### config.mk
export PLATFORM = sky130hd
export DESIGN_NAME = ethernet_mmio_arbiter
export DESIGN_NICKNAME = d
export VERILOG_FILES = /design/src/rtl/ethernet_pkg.sv /design/src/rtl/ethernet_rr_pick.sv /design/src/rtl/ethernet_mmio_arbiter.sv
export SDC_FILE = /design/constraint.sdc
export NUM_CORES = 1
export LEC_CHECK = 0
export CAP_MARGIN = 5
export CORE_AREA = 3 3 86 88
export CTS_CLUSTER_DIAMETER = 60
export DETAILED_ROUTE_END_ITERATION = 12
export DIE_AREA = 0 0 89 91
export GPL_TIMING_DRIVEN = 0
export PLACE_DENSITY = 0.84
export SYNTH_ARGS = -nofsm -noshare
export SYNTH_HDL_FRONTEND = slang
export SYNTH_SLANG_ARGS = --single-unit
export TNS_END_PERCENT = 5
### constraint.sdc
create_clock -name clk_i -period 2.2 [get_ports clk_i]
set_clock_uncertainty 0.15 [all_clocks]
set_input_delay 0.33 -clock clk_i [delete_from_list [all_inputs] [get_ports clk_i]]
set_output_delay 0.33 -clock clk_i [all_outputs]
set_load 0.02 [all_outputs]
### src/rtl/ethernet_pkg.sv
// Shared definitions for the ethernet MMIO port arbiter: widths, the
// arbiter state encoding and the response pipeline record.
package ethernet_pkg;

    // MMIO address width of the ethernet controller register port.
    localparam int eth_mmio_addr_width_gp = 14;

    // Operation size field width (byte / half / word / double).
    localparam int eth_mmio_size_width_gp = 2;

    // Largest supported requester count; sizes the response record.
    localparam int eth_mmio_max_req_gp = 8;

    typedef enum logic [0:0] {
        e_arb_idle,
        e_arb_locked
    } eth_arb_state_e;

    // One-cycle response record: which requester issued, and whether the
    // issue was a read (so the controller's sync read data is forwarded).
    typedef struct packed {
        logic [eth_mmio_max_req_gp-1:0] owner_onehot;
        logic                           is_read;
    } eth_mmio_resp_pipe_s;

    // Round-robin successor of a requester index, wrapping at n.
    function automatic int eth_rr_wrap_inc(input int idx, input int n);
        return (idx + 1 >= n) ? 0 : idx + 1;
    endfunction

endpackage

### src/rtl/ethernet_rr_pick.sv
// Combinational round-robin picker: returns the first valid requester at or
// after ptr_i, wrapping from the top index back to 0.
module ethernet_rr_pick #(
    parameter  int num_req_p    = 2,
    localparam int idx_width_lp = (num_req_p > 1) ? $clog2(num_req_p) : 1
) (
    input  logic [num_req_p-1:0]    v_i,
    input  logic [idx_width_lp-1:0] ptr_i,
    output logic [num_req_p-1:0]    grant_o,
    output logic [idx_width_lp-1:0] idx_o,
    output logic                    v_o
);

    logic [num_req_p-1:0]    at_or_after_ptr;
    logic [num_req_p-1:0]    masked_v;
    logic [num_req_p-1:0]    search_v;
    logic [num_req_p-1:0]    lower_seen;
    logic [idx_width_lp-1:0] idx_terms [num_req_p];
    logic [idx_width_lp-1:0] idx_acc   [num_req_p];

    // Requesters at or above the pointer get first pick; if none of them is
    // valid the search falls back to the whole vector, which is the wrap.
    for (genvar gi = 0; gi < num_req_p; gi++) begin : g_mask
        assign at_or_after_ptr[gi] = (idx_width_lp'(gi) >= ptr_i);
    end

    assign masked_v = v_i & at_or_after_ptr;
    assign search_v = (|masked_v) ? masked_v : v_i;

    // Lowest set bit of search_v via a prefix "something below is set" chain.
    assign lower_seen[0] = 1'b0;
    for (genvar gi = 1; gi < num_req_p; gi++) begin : g_prefix
        assign lower_seen[gi] = lower_seen[gi-1] | search_v[gi-1];
    end

    assign grant_o = search_v & ~lower_seen;
    assign v_o     = |v_i;

    // Encode the one-hot grant into an index by OR-folding per-bit terms.
    for (genvar gi = 0; gi < num_req_p; gi++) begin : g_encode
        assign idx_terms[gi] = grant_o[gi] ? idx_width_lp'(gi) : '0;
        if (gi == 0) begin : g_first
            assign idx_acc[gi] = idx_terms[gi];
        end else begin : g_rest
            assign idx_acc[gi] = idx_acc[gi-1] | idx_terms[gi];
        end
    end

    assign idx_o = idx_acc[num_req_p-1];

endmodule

### src/rtl/ethernet_mmio_arbiter.sv
// Round-robin arbiter sharing the ethernet controller's single MMIO register
// port between num_req_p requesters, with optional ownership locking for
// multi-access sequences and a one-cycle synchronous read response path.
// Optional build macro ETH_MMIO_ARB_LOCK_TIMEOUT_EN adds a forced unlock after
// lock_timeout_p idle LOCKED cycles, signalled on lock_timeout_o.
module ethernet_mmio_arbiter
    import ethernet_pkg::*;
#(
    parameter  int num_req_p      = 2,
    parameter  int data_width_p   = 32,
    parameter  int addr_width_p   = eth_mmio_addr_width_gp,
    parameter  int lock_timeout_p = 1024,
    localparam int size_width_lp  = eth_mmio_size_width_gp,
    localparam int idx_width_lp   = (num_req_p > 1) ? $clog2(num_req_p) : 1
) (
    input  logic                              clk_i,
    input  logic                              reset_n_i,
    input  logic [num_req_p-1:0]              req_v_i,
    output logic [num_req_p-1:0]              req_ready_and_o,
    input  logic [num_req_p-1:0]              req_we_i,
    input  logic [num_req_p-1:0]              req_lock_i,
    input  logic [num_req_p*addr_width_p-1:0] req_addr_i,
    input  logic [num_req_p*size_width_lp-1:0] req_size_i,
    input  logic [num_req_p*data_width_p-1:0] req_data_i,
    output logic [num_req_p-1:0]              resp_v_o,
    output logic [data_width_p-1:0]           resp_data_o,
    output logic [addr_width_p-1:0]           addr_o,
    output logic                              write_en_o,
    output logic                              read_en_o,
    output logic [size_width_lp-1:0]          op_size_o,
    output logic [data_width_p-1:0]           write_data_o,
    input  logic [data_width_p-1:0]           read_data_i,
`ifdef ETH_MMIO_ARB_LOCK_TIMEOUT_EN
    output logic                              lock_timeout_o,
`endif
    output logic [idx_width_lp-1:0]           owner_o
);

    eth_arb_state_e          state_r;
    logic [idx_width_lp-1:0] ptr_r;
    logic [idx_width_lp-1:0] owner_r;
    eth_mmio_resp_pipe_s     resp_r;

    logic [num_req_p-1:0]    pick_grant;
    logic [idx_width_lp-1:0] pick_idx;
    logic                    pick_v;

    logic [num_req_p-1:0]    grant_v;
    logic [idx_width_lp-1:0] grant_idx;
    logic                    issue;
    logic                    timeout_fire;

    logic [addr_width_p-1:0]  addr_arr [num_req_p];
    logic [size_width_lp-1:0] size_arr [num_req_p];
    logic [data_width_p-1:0]  data_arr [num_req_p];

    // Unpack the per-requester command fields.
    for (genvar gi = 0; gi < num_req_p; gi++) begin : g_unpack
        assign addr_arr[gi] = req_addr_i[gi*addr_width_p +: addr_width_p];
        assign size_arr[gi] = req_size_i[gi*size_width_lp +: size_width_lp];
        assign data_arr[gi] = req_data_i[gi*data_width_p +: data_width_p];
    end

    ethernet_rr_pick #(
        .num_req_p (num_req_p)
    ) u_pick (
        .v_i     (req_v_i),
        .ptr_i   (ptr_r),
        .grant_o (pick_grant),
        .idx_o   (pick_idx),
        .v_o     (pick_v)
    );

    // Grant selection: round-robin when idle, owner-only when locked. With no
    // grant the select index parks on the last owner so the command mux holds
    // that requester's fields. Reset forces every grant low.
    always_comb begin
        grant_v   = '0;
        grant_idx = owner_r;
        issue     = 1'b0;
        if (reset_n_i) begin
            if (state_r == e_arb_locked) begin
                if (req_v_i[owner_r]) begin
                    grant_v[owner_r] = 1'b1;
                    issue            = 1'b1;
                end
            end else if (pick_v) begin
                grant_v   = pick_grant;
                grant_idx = pick_idx;
                issue     = 1'b1;
            end
        end
    end

    assign req_ready_and_o = grant_v;
    assign write_en_o      = issue &  req_we_i[grant_idx];
    assign read_en_o       = issue & ~req_we_i[grant_idx];
    assign addr_o          = reset_n_i ? addr_arr[grant_idx] : '0;
    assign op_size_o       = reset_n_i ? size_arr[grant_idx] : '0;
    assign write_data_o    = reset_n_i ? data_arr[grant_idx] : '0;
    assign owner_o         = owner_r;

    // Read data is forwarded only while a read response is in flight.
    assign resp_v_o    = resp_r.owner_onehot[num_req_p-1:0];
    assign resp_data_o = (resp_r.is_read && (|resp_r.owner_onehot)) ? read_data_i : '0;

`ifdef ETH_MMIO_ARB_LOCK_TIMEOUT_EN
    localparam int cnt_width_lp = $clog2(lock_timeout_p + 1);

    logic [cnt_width_lp-1:0] idle_cnt_r;

    // Fires on the lock_timeout_p-th consecutive locked cycle without an owner issue.
    assign timeout_fire   = (state_r == e_arb_locked) && !issue &&
                            (idle_cnt_r == cnt_width_lp'(lock_timeout_p - 1));
    assign lock_timeout_o = timeout_fire;

    // Count consecutive idle locked cycles; any owner issue or unlock restarts it.
    always_ff @(posedge clk_i or negedge reset_n_i) begin
        if (!reset_n_i) begin
            idle_cnt_r <= '0;
        end else if ((state_r != e_arb_locked) || issue || timeout_fire) begin
            idle_cnt_r <= '0;
        end else begin
            idle_cnt_r <= idle_cnt_r + 1'b1;
        end
    end
`else
    assign timeout_fire = 1'b0;
`endif

    // Arbiter FSM, round-robin pointer, owner tracking and response pipe.
    always_ff @(posedge clk_i or negedge reset_n_i) begin
        if (!reset_n_i) begin
            state_r <= e_arb_idle;
            ptr_r   <= '0;
            owner_r <= '0;
            resp_r  <= '0;
        end else begin
            resp_r.owner_onehot <= eth_mmio_max_req_gp'(grant_v);
            resp_r.is_read      <= issue & ~req_we_i[grant_idx];
            if (issue) begin
                owner_r <= grant_idx;
                ptr_r   <= idx_width_lp'(eth_rr_wrap_inc(int'(grant_idx), num_req_p));
                state_r <= req_lock_i[grant_idx] ? e_arb_locked : e_arb_idle;
            end else if (timeout_fire) begin
                ptr_r   <= idx_width_lp'(eth_rr_wrap_inc(int'(owner_r), num_req_p));
                state_r <= e_arb_idle;
            end
        end
    end

endmodule

After elaboration in Yosys (flattened, before gate mapping)

Index checks and enable logic that the tools add are counted.

$add $sub $neg: 1
Reduce and logical (&&, ||, !) cells: 5
$mul: 0
Eq/ne operators: 0
Bitwise logic cells: 7
Shifts and indexed selects: 0
Muxes and demuxes: 36
Magnitude comparators: 7
Div/mod/pow operators: 0

Operator list:

| kind                | number |
|---|---|
| $mux 32             | 5 |
| $mux 14             | 4 |
| $mux 2              | 9 |
| $mux 1              | 17 |
| $reduce_or 2->1     | 3 |
| $and 2x2->2         | 2 |
| $ge 2x2->1 const B  | 2 |
| $lt 1x2->1 const B  | 2 |
| $add 1x1->2 const B | 1 |
| $and 1x1->1         | 2 |
| $ge 1x1->1 const A  | 2 |
| $logic_and 1x1->1   | 2 |
| $not 1->2           | 1 |
| $not 2->2           | 1 |
| $demux 1 s1         | 1 |
| $ge 1x1->1 const B  | 1 |
| $not 1->1           | 1 |

Word-level logic and storage cells: 61
Bits in latches: 0
Memories: 0
Bits in registers: 6
ROM bits: 0
Input port bits: 136
Bits in writable memories: 0
Output and inout port bits: 87

Depth between registers and ports, before layout

Word-level depth: 15
Depth in mapped cells: 6
Depth with buffers taken out: 5

Hierarchy

Synthesis repeated with hierarchy kept, for this count alone.

Cell total of the unflattened synthesis: 239
Area total of the unflattened synthesis: 1,565.3 um^2

Modules (own cells, without submodules):

| module                | times used | seq. area each (um^2) | cells each | area each (um^2) |
|---|---|---|---|---|
| ethernet_mmio_arbiter | 1          | 150.1                 | 234        | 1,532.7 |
| ethernet_rr_pick      | 1          | 0.0                   | 5          | 32.5 |

Least setup slack after synthesis

Ideal clock, no wire load.

Kind: register -> output
Start point: register state_r
End point: output port write_data_o[10]
Stages on the path, launching flop included: 7
Arrival time: 1.679 ns
Path buffers: 2
Setup slack: 0.041 ns
Data required time: 1.720 ns
Cells stage by stage: dfrtp_1 and3b_1 o2bb2ai_4 buf_4 buf_6 nand2_1 a21boi_0

Longest elaborated chain between the ends: 7

Ends and longest elaborated chain:

| item                                       | RTL line                     | RTL |
|---|---|---|
| start, declared                            | ethernet_mmio_arbiter.sv:39  | `eth_arb_state_e state_r;` |
| start signal, assigned                     | ethernet_mmio_arbiter.sv:134 | `state_r <= e_arb_idle;` |
| start signal, assigned                     | ethernet_mmio_arbiter.sv:144 | `state_r <= req_lock_i[grant_idx] ? e_arb_locked : e_arb_idle;` |
| start signal, assigned                     | ethernet_mmio_arbiter.sv:147 | `state_r <= e_arb_idle;` |
| $mux 1                                     | ethernet_mmio_arbiter.sv:82  | `if (state_r == e_arb_locked) begin` |
| $mux 1                                     | ethernet_mmio_arbiter.sv:81  | `if (reset_n_i) begin` |
| $not 1->2 (implied by the code)            | ethernet_mmio_arbiter.sv:100 | `assign write_data_o = reset_n_i ? data_arr[grant_idx] : '0;` |
| $mux 32 (implied by the code) (3 in a row) | ethernet_mmio_arbiter.sv:100 |  |
| $mux 32                                    | ethernet_mmio_arbiter.sv:100 |  |
| end, declared                              | ethernet_mmio_arbiter.sv:31  | `output logic [data_width_p-1:0] write_data_o,` |

No other way between the ends. The select of a mux whose other input is x is not followed.

Worst setup path in the final report

Start point: register state_r
End point: output port read_en_o

Longest elaborated chain between the ends: 6
Elaborated cells on any way between the ends: 8
Classes of those cells: mux: 6; bitwise: 2

Ends and longest elaborated chain:

| item                                      | RTL line                    | RTL |
|---|---|---|
| $mux 1                                    | ethernet_mmio_arbiter.sv:82 |  |
| $mux 1                                    | ethernet_mmio_arbiter.sv:81 |  |
| $mux 1 (implied by the code) (2 in a row) | ethernet_mmio_arbiter.sv:97 | `assign read_en_o = issue & ~req_we_i[grant_idx];` |
| $not 1->1                                 | ethernet_mmio_arbiter.sv:97 |  |
| $and 1x1->1 (*)                           | ethernet_mmio_arbiter.sv:97 |  |
| end, declared                             | ethernet_mmio_arbiter.sv:29 | `output logic read_en_o,` |

Every way passes the cells marked *; elsewhere a longest branch is shown, timed or not. The select of a mux whose other input is x is not followed.

==> summary.md <==
| Metric | Value |
|---|---|
| Status | finished, violations left |
| Failing checks | negative hold slack, negative setup slack |
| Netlist cell types | 24 |
| Core footprint | 6720 um2 |
| EDFF count, synth | 0 |
| CP endpoint kind | primary output |
| Initial antenna violation count | 0 |
| Largest family of logic cells by synthesized area | simple AND/OR/NAND/NOR gates |
| Cell area after synthesis | 1370 um2 |
| Worst hold-check path type | in -> async |
| Mapped Nets | 363 |
| Die Wd | 89 um |
| Clk buf depth | 2 |
| Primary FF master, synth | dfrtp_1 |
| Vias | 2326 |
| Starting Density | 0.203 |
| Clk pin slew, worst setup/hold paths | 40 ps |
| # clock sinks | 6 |
| CTS tree | built |
| Crit-path leading delay family | simple AND/OR/NAND/NOR gates |
| Synth warnings | 0 |
| Post-synth top cells | nand2_1 (98), a21boi_0 (40), and2_1 (35) |
| Number of global-route vias before repair | 2256 |
| PwrDens | 715 nW/um2 |
| Final Cycle Share | 1.04 |
| CTS buffer count | 3 |
| First-pass GRT wire length | 11200 um |
| Post-Synth XOR/XNOR Area | 0 |
| MaxCap Viol Count | 0 |
| Worst-path fanout max | 10 |
| RSZ-0062 raised after global routing | yes |
| Mean post-synth cell area | 6.02 um2 |
| CP cell instances | and3b_2, o2bb2ai_4, inv_4, buf_8, mux2i_4, and2_4, buf_6 |
| Flop2flop setup slack | 350 ps |
| DR WL/cell | 14.5 um |
| Area growth from synthesis to layout | 167% |
| Synth async-reset ratio | 1.00 |
| # port buffers | 222 |
| Simple-gate area share of the yosys netlist | 0.465 |
| Worst skew pair latency | 220 ps |
| Post-synthesis compound-gate area fraction | 0.308 |
| Dpl cells | 529 |
| Gr usage total | 0.176 |
| Top-Level Pins | 223 |
| Dpl ws | -1260 ps |
| Htree depth | 1 |
| Post-Route WL | 7790 um |
| Post-Synth Adder-Cell Area | 0 |
| # diodes | 0 |
| Final Instance Area | 3640 um2 |
| Slew at the pin closest to its max-slew limit | 341 ps |
| VDD IR max | 0.343 mV |
| DP HPWL | 6480 um |
| Initial DRC count | 46 |
| Leak | 1.80 nW |
| Setup violations, final | 16 |
| Row Count | 30 |
| Antenna viol nets, final | 0 |
| Worst path arrival time | 1800 ps |
| Setup ws final | -84.3 ps |
| Total grt overflow | 0 |
| Seq/Total Area, Yosys | 0.110 |
| Fillcell total | 663 |
| Share of layout cells above drive strength 1 | 0.195 |
| Total iterations of the first detailed-routing run | 5 |
| Residual DRC | 0 |
| NumNets Final | 594 |
| Count leader, synth | nand2_1 |
| Post-DP Area | 3690 um2 |
| Crit path buf inv count | 3 |
| CP peak stage delay | 360 ps |
| Final hold violation count | 6 |
| R2r worst-path depth | 5 |
| Yosys reg bits | 6 |
| Post-route minimum period | 2280 ps |
| Gp weighted congestion | 0.790 |
| Rel. slew slack | 0.772 |
| Worst Setup Start Kind | flip-flop |
| Synthesized instance count | 227 |
| Hold slack | -169 ps |
| Worst Path Required | 1720 ps |
| Die area | 8100 um2 |
| Reg2reg start | state_r |
| Vias per Instance | 4.34 |
| Die height | 91 um |
| Finished Layout Cells | 536 |
| Setup_tns | -349 ps |
| Crit Path Class | reg -> out |
| Synth top area share | 0.269 |
| CTS root buf | clkbuf_8 |
| Leading area contributor after synthesis | nand2_1 |
| Largest net degree at the start of global routing | 15 |
| Synth area leaders | nand2_1 (27%), a21boi_0 (22%), and2_1 (16%) |
| Post-synthesis mux area share | 0.0238 |
| FF-to-FF End | state_r |
| Max frequency | 0.438 GHz |
| CP max-delay cell | dfrtp_1 |
| Max-slew violations | 0 |
## worst reg2reg max path, cell delays in order (launching register included)
cell,delay (ps)
dfrtp_1,360
and3b_2,230
o2bb2ai_4,250
buf_4,160
mux2_2,320
mux2_2,260
## cells by family after synthesis
kind of cell,count (synthesis)
flip-flops,6
AO/OA/AOI/OAI,54
multiplexers,3
buffers and inverters,23
AND/OR/NAND/NOR,141
## metal layers
layer  vias to the layer above  part of all wire  GRT usage
met2                       123              0.50      0.321
met1                      1013              0.36      0.189
li1                       1184                 -          -
met3                         6              0.13     0.0753
met4                         0            0.0078     0.0273
met5                         -                 0          0
## worst max path at each step
stage	start	endpoint	slack, ps	cells past startpoint
final	state_r	read_en_o	-80	7
after global routing	state_r	read_en_o	-160	7
after CTS	state_r	write_data_o[3]	-170	6
after detailed placement	reset_n_i	read_en_o	-1260	8
after global placement	reset_n_i	read_en_o	-1240	8
after floorplan	state_r	write_data_o[10]	40	6
## where the power goes
group,switching [W],internal (W)
combinational,0.00120,0.00105
clock,0.0000466,0.000117
sequential,0.0000346,0.000150
total,0.00128,0.00132
## sequential cells by signal, indices dropped and copies added, names as in the netlist
signal and cells:
resp_v_o 2, owner_o 1, ptr_r 1, resp_r 1, state_r 1
## layout make-up
class,instances,area (um2),area share
Multi-Input combinational cell,198,1130,0.310
Buffer,20,160,0.0439
Timing Repair Buffer,226,2050,0.563
Clock buffer,3,41.3,0.0113
Tap cell,80,100,0.0275
Inverter,3,13.8,0.00378
Sequential cell,6,150,0.0412
## cell usage in the layout (no fill, tap or decap)
cell type        count
a21boi_0            20
a21boi_1            24
a21boi_2             4
a21oi_1              2
a31oi_1              1
and2_1              34
and2_4               1
and3b_2              2
buf_2               20
buf_4               39
buf_6                5
buf_8                3
clkbuf_1             3
clkbuf_2             3
clkbuf_4             2
clkbuf_8             3
clkdlybuf4s15_1      2
clkdlybuf4s50_1    137
dfrtp_1              6
dlygate4sd2_1       31
dlymetal6s2s_1       1
inv_1                2
inv_4                1
mux2_2               2
mux2i_4              1
nand2_1             97
nand2_2              1
nand2b_1             1
nand3_1              1
nand3b_1             1
nor2_1               2
nor3_2               1
o21a_1               1
o2bb2ai_1            1
o2bb2ai_4            1
## timing repair
action / CTS / global route
setup endpoints to repair: 84 / 51
gates cloned: 1 / 0
pin swaps: 18 / 4
buffers inserted: 2 / 1
gates resized for setup: 313 / 55
endpoints found under the hold margin: 6 / 6
## metrics by stage
| step | power [W] | util |
|---|---|---|
| global route | 0.00281 | 0.542 |
| floorplan | 0.00137 | - |
| global placement | 0.00237 | 0.549 |
| finish | 0.00261 | 0.542 |
| CTS | 0.00260 | 0.552 |
| detailed placement | 0.00241 | 0.549 |
Power figures use the tool's default switching activity.
